$ cat src/rtl/alu_control_md_if.sv
// EX-stage bundle between the ID/EX register and the ALU control / multiply-divide block.
interface alu_control_md_if #(
    parameter int WIDTH = 32
);
    logic [1:0]       op;
    logic [5:0]       funct;
    logic             valid;
    logic [WIDTH-1:0] rs_val;
    logic [WIDTH-1:0] rt_val;
    logic [3:0]       control;
    logic             md_stall;
    logic             md_busy;
    logic             md_done;
    logic             md_rsel;
    logic [WIDTH-1:0] md_rdata;
    logic [WIDTH-1:0] hi;
    logic [WIDTH-1:0] lo;

    modport master (
        output op, funct, valid, rs_val, rt_val,
        input  control, md_stall, md_busy, md_done, md_rsel, md_rdata, hi, lo
    );

    modport slave (
        input  op, funct, valid, rs_val, rt_val,
        output control, md_stall, md_busy, md_done, md_rsel, md_rdata, hi, lo
    );
endinterface

$ cat src/rtl/alu_control_md.sv
// ALU control decode plus iterative MUL/DIV sequencer with HI/LO and stall interlock.
// Define ALU_CONTROL_MD_DIV_EN to include DIV/DIVU (restoring divider).
module alu_control_md #(
    parameter int WIDTH = 32
) (
    input  logic              clk,
    input  logic              rst_n,
    alu_control_md_if.slave   bus
);
    localparam int CW = $clog2(WIDTH);
    localparam logic [5:0] F_MFHI  = 6'b010000;
    localparam logic [5:0] F_MTHI  = 6'b010001;
    localparam logic [5:0] F_MFLO  = 6'b010010;
    localparam logic [5:0] F_MTLO  = 6'b010011;
    localparam logic [5:0] F_MULT  = 6'b011000;
    localparam logic [5:0] F_MULTU = 6'b011001;
`ifdef ALU_CONTROL_MD_DIV_EN
    localparam logic [5:0] F_DIV   = 6'b011010;
    localparam logic [5:0] F_DIVU  = 6'b011011;
`endif

    typedef enum logic [1:0] {
        S_IDLE,
        S_MUL,
        S_FIX
`ifdef ALU_CONTROL_MD_DIV_EN
        , S_DIV
`endif
    } state_t;

    state_t               state_reg, state_next;
    logic [2*WIDTH-1:0]   acc_reg;
    logic [WIDTH-1:0]     opb_reg;
    logic [CW-1:0]        cnt_reg;
    logic [WIDTH-1:0]     hi_reg, lo_reg;
    logic                 busy_reg, done_reg, negp_reg;
    logic [3:0]           control;

    logic is_r, is_mul, is_div, is_mf, is_mt, is_md, idle, cnt_last;
    logic accept_mul, accept_div, sign_a, sign_b;
    logic [WIDTH-1:0]     a_mag, b_mag;
    logic [WIDTH:0]       mul_sum;
    logic [2*WIDTH-1:0]   mul_next, mul_res;

    assign is_r   = (bus.op == 2'b10);
    assign is_mul = is_r && (bus.funct == F_MULT || bus.funct == F_MULTU);
`ifdef ALU_CONTROL_MD_DIV_EN
    assign is_div = is_r && (bus.funct == F_DIV || bus.funct == F_DIVU);
`else
    assign is_div = 1'b0;
`endif
    assign is_mf  = is_r && (bus.funct == F_MFHI || bus.funct == F_MFLO);
    assign is_mt  = is_r && (bus.funct == F_MTHI || bus.funct == F_MTLO);
    assign is_md  = is_mul || is_div || is_mf || is_mt;
    assign idle   = (state_reg == S_IDLE);

    assign accept_mul = bus.valid && is_mul && idle;
    assign accept_div = bus.valid && is_div && idle;
    assign cnt_last   = (cnt_reg == CW'(WIDTH - 1));

    // Odd funct bit marks the unsigned variants.
    assign sign_a = !bus.funct[0] && bus.rs_val[WIDTH-1];
    assign sign_b = !bus.funct[0] && bus.rt_val[WIDTH-1];
    assign a_mag  = sign_a ? -bus.rs_val : bus.rs_val;
    assign b_mag  = sign_b ? -bus.rt_val : bus.rt_val;

    // Shift-add: low half holds the unconsumed multiplier bits.
    assign mul_sum  = {1'b0, acc_reg[2*WIDTH-1:WIDTH]} + (acc_reg[0] ? {1'b0, opb_reg} : '0);
    assign mul_next = {mul_sum, acc_reg[WIDTH-1:1]};
    assign mul_res  = negp_reg ? -acc_reg : acc_reg;

`ifdef ALU_CONTROL_MD_DIV_EN
    logic               negr_reg, divz_reg, is_div_reg, div_fit;
    logic [WIDTH+1:0]   div_trial;
    logic [2*WIDTH-1:0] div_next;
    logic [WIDTH-1:0]   div_q, div_r;

    // Restoring step: high half is the partial remainder, low half the dividend/quotient.
    assign div_trial = {1'b0, acc_reg[2*WIDTH-1:WIDTH-1]} - {2'b00, opb_reg};
    assign div_fit   = (div_trial[WIDTH+1:WIDTH] == 2'b00);
    assign div_next  = div_fit ? {div_trial[WIDTH-1:0], acc_reg[WIDTH-2:0], 1'b1}
                               : {acc_reg[2*WIDTH-2:0], 1'b0};
    assign div_q     = acc_reg[WIDTH-1:0];
    assign div_r     = acc_reg[2*WIDTH-1:WIDTH];
`endif

    always_comb begin
        control = 4'b0000;
        case (bus.op)
            2'b00: control = 4'b0010;
            2'b01: control = 4'b0110;
            2'b10: begin
                case (bus.funct)
                    6'b100000: control = 4'b0010;
                    6'b100010: control = 4'b0110;
                    6'b100100: control = 4'b0000;
                    6'b100101: control = 4'b0001;
                    6'b100110: control = 4'b0011;
                    6'b101010: control = 4'b0111;
                    6'b100111: control = 4'b1100;
                    default:   control = 4'b0000;
                endcase
            end
            default: control = 4'b0000;
        endcase
    end

    always_comb begin
        state_next = state_reg;
        case (state_reg)
            S_IDLE: begin
                if (accept_mul)
                    state_next = S_MUL;
`ifdef ALU_CONTROL_MD_DIV_EN
                else if (accept_div)
                    state_next = S_DIV;
`endif
            end
            S_MUL: if (cnt_last) state_next = S_FIX;
`ifdef ALU_CONTROL_MD_DIV_EN
            S_DIV: if (cnt_last) state_next = S_FIX;
`endif
            S_FIX:   state_next = S_IDLE;
            default: state_next = S_IDLE;
        endcase
    end

    always_ff @(posedge clk) begin
        if (!rst_n)
            state_reg <= S_IDLE;
        else
            state_reg <= state_next;
    end

    always_ff @(posedge clk) begin
        if (!rst_n) begin
            acc_reg  <= '0;
            opb_reg  <= '0;
            cnt_reg  <= '0;
            hi_reg   <= '0;
            lo_reg   <= '0;
            busy_reg <= 1'b0;
            done_reg <= 1'b0;
            negp_reg <= 1'b0;
`ifdef ALU_CONTROL_MD_DIV_EN
            negr_reg   <= 1'b0;
            divz_reg   <= 1'b0;
            is_div_reg <= 1'b0;
`endif
        end else begin
            done_reg <= 1'b0;
            case (state_reg)
                S_IDLE: begin
                    if (accept_mul || accept_div) begin
                        acc_reg  <= {{WIDTH{1'b0}}, a_mag};
                        opb_reg  <= b_mag;
                        cnt_reg  <= '0;
                        busy_reg <= 1'b1;
                        negp_reg <= sign_a ^ sign_b;
`ifdef ALU_CONTROL_MD_DIV_EN
                        negr_reg   <= sign_a;
                        divz_reg   <= (bus.rt_val == '0);
                        is_div_reg <= accept_div;
`endif
                    end else if (bus.valid && is_mt) begin
                        if (bus.funct == F_MTHI)
                            hi_reg <= bus.rs_val;
                        else
                            lo_reg <= bus.rs_val;
                    end
                end
                S_MUL: begin
                    acc_reg <= mul_next;
                    cnt_reg <= cnt_reg + CW'(1);
                end
`ifdef ALU_CONTROL_MD_DIV_EN
                S_DIV: begin
                    acc_reg <= div_next;
                    cnt_reg <= cnt_reg + CW'(1);
                end
`endif
                S_FIX: begin
`ifdef ALU_CONTROL_MD_DIV_EN
                    // Divide by zero leaves an all-ones quotient and the untouched dividend in HI.
                    if (is_div_reg) begin
                        lo_reg <= divz_reg ? '1 : (negp_reg ? -div_q : div_q);
                        hi_reg <= negr_reg ? -div_r : div_r;
                    end else
`endif
                    begin
                        {hi_reg, lo_reg} <= mul_res;
                    end
                    busy_reg <= 1'b0;
                    done_reg <= 1'b1;
                end
                default: ;
            endcase
        end
    end

    assign bus.control  = control;
    assign bus.md_stall = bus.valid && !idle && is_md;
    assign bus.md_busy  = busy_reg;
    assign bus.md_done  = done_reg;
    assign bus.md_rsel  = bus.valid && is_mf;
    assign bus.md_rdata = bus.md_rsel ? ((bus.funct == F_MFHI) ? hi_reg : lo_reg) : '0;
    assign bus.hi       = hi_reg;
    assign bus.lo       = lo_reg;
endmodule

$ cat src/flat_wrapper.sv
// flat-port wrapper written by rule: the top's interface ports become plain ports
module alu_control_md_flat 
#(
    parameter int WIDTH = 32
)
  (clk, rst_n, bus_op, bus_funct, bus_valid, bus_rs_val, bus_rt_val, bus_control, bus_md_stall, bus_md_busy, bus_md_done, bus_md_rsel, bus_md_rdata, bus_hi, bus_lo);
  alu_control_md_if #(.WIDTH(WIDTH)) bus_i ();
  input  logic clk;
  input  logic rst_n;
  input wire logic [$bits(bus_i.op)-1:0] bus_op;
  input wire logic [$bits(bus_i.funct)-1:0] bus_funct;
  input wire logic [$bits(bus_i.valid)-1:0] bus_valid;
  input wire logic [$bits(bus_i.rs_val)-1:0] bus_rs_val;
  input wire logic [$bits(bus_i.rt_val)-1:0] bus_rt_val;
  output wire logic [$bits(bus_i.control)-1:0] bus_control;
  output wire logic [$bits(bus_i.md_stall)-1:0] bus_md_stall;
  output wire logic [$bits(bus_i.md_busy)-1:0] bus_md_busy;
  output wire logic [$bits(bus_i.md_done)-1:0] bus_md_done;
  output wire logic [$bits(bus_i.md_rsel)-1:0] bus_md_rsel;
  output wire logic [$bits(bus_i.md_rdata)-1:0] bus_md_rdata;
  output wire logic [$bits(bus_i.hi)-1:0] bus_hi;
  output wire logic [$bits(bus_i.lo)-1:0] bus_lo;
  assign bus_i.op = bus_op;
  assign bus_i.funct = bus_funct;
  assign bus_i.valid = bus_valid;
  assign bus_i.rs_val = bus_rs_val;
  assign bus_i.rt_val = bus_rt_val;
  assign bus_control = bus_i.control;
  assign bus_md_stall = bus_i.md_stall;
  assign bus_md_busy = bus_i.md_busy;
  assign bus_md_done = bus_i.md_done;
  assign bus_md_rsel = bus_i.md_rsel;
  assign bus_md_rdata = bus_i.md_rdata;
  assign bus_hi = bus_i.hi;
  assign bus_lo = bus_i.lo;
  alu_control_md #(.WIDTH(WIDTH)) u_core (.clk(clk), .rst_n(rst_n), .bus(bus_i));
endmodule
$ cat config.mk
export PLATFORM = sky130hd
export DESIGN_NAME = alu_control_md_flat
export DESIGN_NICKNAME = d
export VERILOG_FILES = /design/src/rtl/alu_control_md_if.sv /design/src/rtl/alu_control_md.sv /design/src/flat_wrapper.sv
export SDC_FILE = /design/constraint.sdc
export NUM_CORES = 1
export LEC_CHECK = 0
export BUFFER_PORTS_ARGS = -buffer_cell sky130_fd_sc_hd__buf_2
export CORE_UTILIZATION = 30
export CTS_CLUSTER_SIZE = 20
export DETAILED_ROUTE_END_ITERATION = 7
export SLEW_MARGIN = 0
export SYNTH_ARGS = -nofsm -noshare
export SYNTH_HDL_FRONTEND = slang
export SYNTH_SLANG_ARGS = --single-unit
$ cat constraint.sdc
create_clock -name clk -period 3.3 [get_ports clk]
set_input_delay 0.33 -clock clk [delete_from_list [all_inputs] [get_ports clk]]
set_output_delay 0.33 -clock clk [all_outputs]
set_load 0.01 [all_outputs]
# Word-level counts from Yosys, hierarchy flattened
# Index checks and enable logic that the tools add are counted.
# word_totals
ff_bits	170
inputBits	75
out_inout_bits	104
elab_cells	92
# classes
addsub	5
eq_ne	23
mux	26
bitwise	1
n_reduce_logical	28
# op_table
cell	count
$mux 32	11
$mux 64	2
$pmux 32 s2	2
$pmux 64 s2	1
$neg 32->32	2
$neg 64->64	1
$eq 6x5->1 const B	6
$eq 6x6->1 const B	6
$add 32x33->33	1
$pmux 4 s6	1
$pmux 4 s3	1
$logic_and 1x1->1	11
$ne 2x2->1 const B	5
$pmux 5 s2	1
$reduce_and 2->1	4
$reduce_and 4->1	2
$add 5x1->5 const B	1
$eq 5x5->1 const B	1
$logic_or 1x1->1	5
$mux 5	1
$eq 2x1->1 const B	2
$eq 2x2->1 const B	2
$logic_not 2->1	2
$mux 2	2
7 further kinds	10

# Depth between registers and ports, before layout
# logic_depth
word_depth	7
mapped_depth	14
mapped_depth_nobuf	12

# Least setup slack after synthesis
# No wires, ideal clock.
# synth_timing
path_type	flip-flop to flip-flop
start	reg u_core.acc_reg[0]
end	reg u_core.acc_reg[59]
setup_ns	0.117
t_arrival_ns	3.267
required_time_ns	3.183
slack_ns	-0.084
stages_incl_launch_ff	15
path_buffers	2
period_less_slack_ns	3.384
cell_sequence	dfxtp_1 -> clkbuf_1 -> clkbuf_1 -> and2_1 -> ha_1 -> inv_1 -> fa_1 -> nor2b_1 -> o211ai_1 -> a31o_2 -> o31a_1 -> o21a_1 -> a2111oi_0 -> o21ai_0 -> a32o_1
# synth_between
elab_chain_len	3
# synth_lines
element	line_no	source
from (decl)	alu_control_md.sv:32	logic [2*WIDTH-1:0] acc_reg;
from (signal assigned)	alu_control_md.sv:155	acc_reg <= {{WIDTH{1'b0}}, a_mag};
from (signal assigned)	alu_control_md.sv:173	acc_reg <= mul_next;
$mux 32	alu_control_md.sv:68	assign mul_sum = {1'b0, acc_reg[2*WIDTH-1:WIDTH]} + (acc_reg[0] ? {1'b0, opb_reg} : '0);
$add 32x33->33	alu_control_md.sv:68	
$pmux 64 s2	alu_control_md.sv:152	case (state_reg)
# No other way between the ends.
# A chain may end at the register's enable or synchronous reset.

# Final worst setup path
# Ends and elaborated chain as after synthesis.

==> results.toml <==
[grt]
grt_max_degree = 54
grt_overflow = 0
antenna_found_initial = 2
track_usage_pct = 21.8
grt_pass1_vias = 11600
grt_pass1_wl_um = 66400

[synthesis]
ys.flop_type = "dfxtp_1"
synth_edf_count = 0
synth.distinct_cells = 75
synthesis.area_um2 = 11600
syn-num-nets = 1672
synth_warnings = 0
synth_cells = 1559
seq_area_frac_synth_pct = 29.4
async_reset_ff_share_pct = 0
syn_avg_cell_area_um2 = 7.43
ys_ff_latch = 170

[clock_tree]
cts_buffers = 17
cts-hold-fix-buffers = 0
clock-root-buffer = "clkbuf_16"
clockBufferDepth = 2
cts_tree = "done"
h-tree-depth = 4
path_clk_slew_ns = 0.07
clk_latency_ns = 0.45
cts_setup_buffers = 0
cts_sinks = 170

[placement]
gp_congestion = 0.967
portBuffers = 178
hpwl_um = 33400
placed_area_um2 = 13100
dp_cells = 2192

[final_layout]
fillCellCount = 4009
stdcell_count = 2224
post_route_cells_drive_above_1_share_pct = 17.5
seqCellArea_um2 = 3400
diodes = 0
layout_commonest_cell = "nand2_1"
final_area_um2 = 13800
largest_register_ff_count = 64
most-common-layout-cells = "nand2_1 (216), buf_2 (178), dfxtp_1 (169)"
multi_input_area_um2 = 7740
finalNetCount = 1813
fin_util_pct = 36.4
syn2layout_area_growth_pct = 18.8

[sta]
fmax_mhz = 323
fin_hold_ws_ns = 0.205
setup_viol = 0
worst_pin_slew_ns = 1.08
layout_min_cycle_time_ns = 3.09
rsz0062_at_grt = "no"
skew_ns = 0.0116
period_share_pct = 93.8
slew_headroom_pct = 27.8
hold_violations = 0
final.setup.tns_ns = 0
slew_violations = 0

[die]
initial_core_util_pct = 30.6
die_area_um2 = 39400
core_um2 = 37800
die_w_um = 199
die_h_um = 199
rows = 71
io_pins = 179

[critical_path]
cp.arrival_ns = 3.42
cp.required_ns = 3.63
path_delay_family = "compound AO/OA/AOI/OAI gates"
worst_setup_path_end_kind = "flop"
cp_cell_sequence = "and2_1 -> ha_1 -> inv_1 -> fa_1 -> nor2b_1 -> o211ai_1 -> a31o_2 -> o31a_1 -> o21a_1 -> a2111oi_4 -> o21ai_0 -> a32o_1"
critPathBufInv = 1
path_class = "reg2reg"
critPathMaxFanout = 3
worst_setup_path_start_kind = "flop"
critPathSlowestCell = "fa_1"
max_stage_delay_ns = 0.40

[drt]
route.final.wire_length_um = 43100
dr.pass1.iters = 7
drc = 0
wire_per_inst_um = 19.4
ant_nets = 0
vias = 12300
drt_iter0_markers = 1012
viasPerCell = 5.51

[power_and_ir_drop]
p_clk_share_pct = 46.7
p_leak_uw = 0.00542
power.density_nw_per_um2 = 333
p_int_uw = 3430
switching_share_pct = 25.2
combPwrFrac_pct = 8.4
p_sw_uw = 1160
vdd_drop_max_mv = 0.360
pwr-share-seq_pct = 44.9

[worst_hold_path]
min_path_type = "in2reg"

[run]
drv_cap = 0

[status]
status = "finished, final reports clean"
[tightest hold or removal path, cell delays in order]
cell and delay [ns]:
buf_2 0.13, nand2_1 0.09, a21oi_1 0.06
[final timing paths]
kind	to	cells after the start	startpoint	slack, ns
setup reg to reg	u_core.acc_reg[59]	12	u_core.acc_reg[0]	0.21
hold reg to reg	u_core.opb_reg[31]	2	u_core.opb_reg[31]	0.45
hold / removal	u_core.opb_reg[0]	3	bus_rt_val[0]	0.21
setup / recovery	u_core.acc_reg[59]	12	u_core.acc_reg[0]	0.21
[logic make-up (layout without fill, tap and decap cells)]
family          count (synthesis)  after routing  share of synthesized area [%]
mux                             6              6                          0.518
flops                         170            170                           29.4
simple gates                  590            590                           24.5
compound gates                491            491                           26.9
xor+xnor                      136            136                           10.3
buf+inv                       127            281                           4.18
fa+ha+maj                      39             39                           4.25
[power by group through the flow]
stage | Combinational (uW) | Clock (uW) | Sequential [uW]
final | 387 | 2140 | 2060
after global routing | 420 | 2250 | 2060
after CTS | 383 | 2170 | 2060
after detailed placement | 381 | 0 | 2110
after global placement | 379 | 0 | 2110
after floorplan | 208 | 0 | 2100
[synth_stat cells, types with 5 or more instances]
library cell / instances / area, um2
nor2b_1: 8 / 50.1
a21o_1: 10 / 75.1
o221ai_1: 14 / 123
o211ai_1: 19 / 143
nand2_1: 216 / 811
nand3_1: 27 / 135
nand4_1: 11 / 68.8
o22ai_1: 9 / 56.3
o21ai_0: 102 / 510
xor2_1: 84 / 736
o31ai_1: 23 / 173
or4_4: 5 / 56.3
a22oi_1: 24 / 180
or2_2: 5 / 31.3
and3_1: 9 / 56.3
nor2_1: 164 / 616
mux2i_1: 6 / 60.1
a21oi_1: 167 / 836
xnor2_1: 52 / 455
o41ai_1: 12 / 105
a31oi_1: 11 / 68.8
ha_1: 37 / 463
dfxtp_1: 170 / 3400
or4_1: 9 / 67.6
and2_1: 34 / 213
a211oi_1: 42 / 315
clkbuf_1: 100 / 375
nor4_1: 15 / 93.8
nor3_1: 29 / 145
nand2b_1: 13 / 81.3
nand3b_1: 5 / 37.5
inv_1: 23 / 86.3
a211o_1: 5 / 43.8
or3_1: 16 / 100
a221oi_1: 13 / 114
[metal layers]
| layer | wire length (um) | global-route usage (%) | up-vias |
|---|---|---|---|
| li1 | - | - | 5917 |
| met1 | 18300 | 26.9 | 5753 |
| met2 | 20300 | 37.3 | 493 |
| met3 | 2810 | 3.65 | 83 |
| met4 | 1650 | 9.49 | 4 |
| met5 | 33 | 0 | - |
[per-stage QoR]
stage	setup WS [ns]	power, uW
4_1_cts	0.0801	4610
3_5_place_dp	0.115	2490
2_1_floorplan	0.00349	2310
6_report	0.206	4590
5_1_grt	0.00333	4730
3_3_place_gp	0.172	2480
[cell type report]
| cell class | count | share of cell area (%) |
|---|---|---|
| Sequential cell | 170 | 24.7 |
| Tap cell | 511 | 4.65 |
| Multi-Input combinational cell | 1262 | 56.3 |
| Clock inverter | 12 | 1.17 |
| Inverter | 23 | 0.627 |
| Clock buffer | 20 | 3.32 |
| Timing Repair Buffer | 226 | 9.24 |
[what timing repair did]
action / in CTS / in global routing
gates resized for setup: 0 / 4
setup endpoints to repair: 0 / 3
endpoints found under the hold margin: 0 / 0
(Power assumes the default switching activity.)
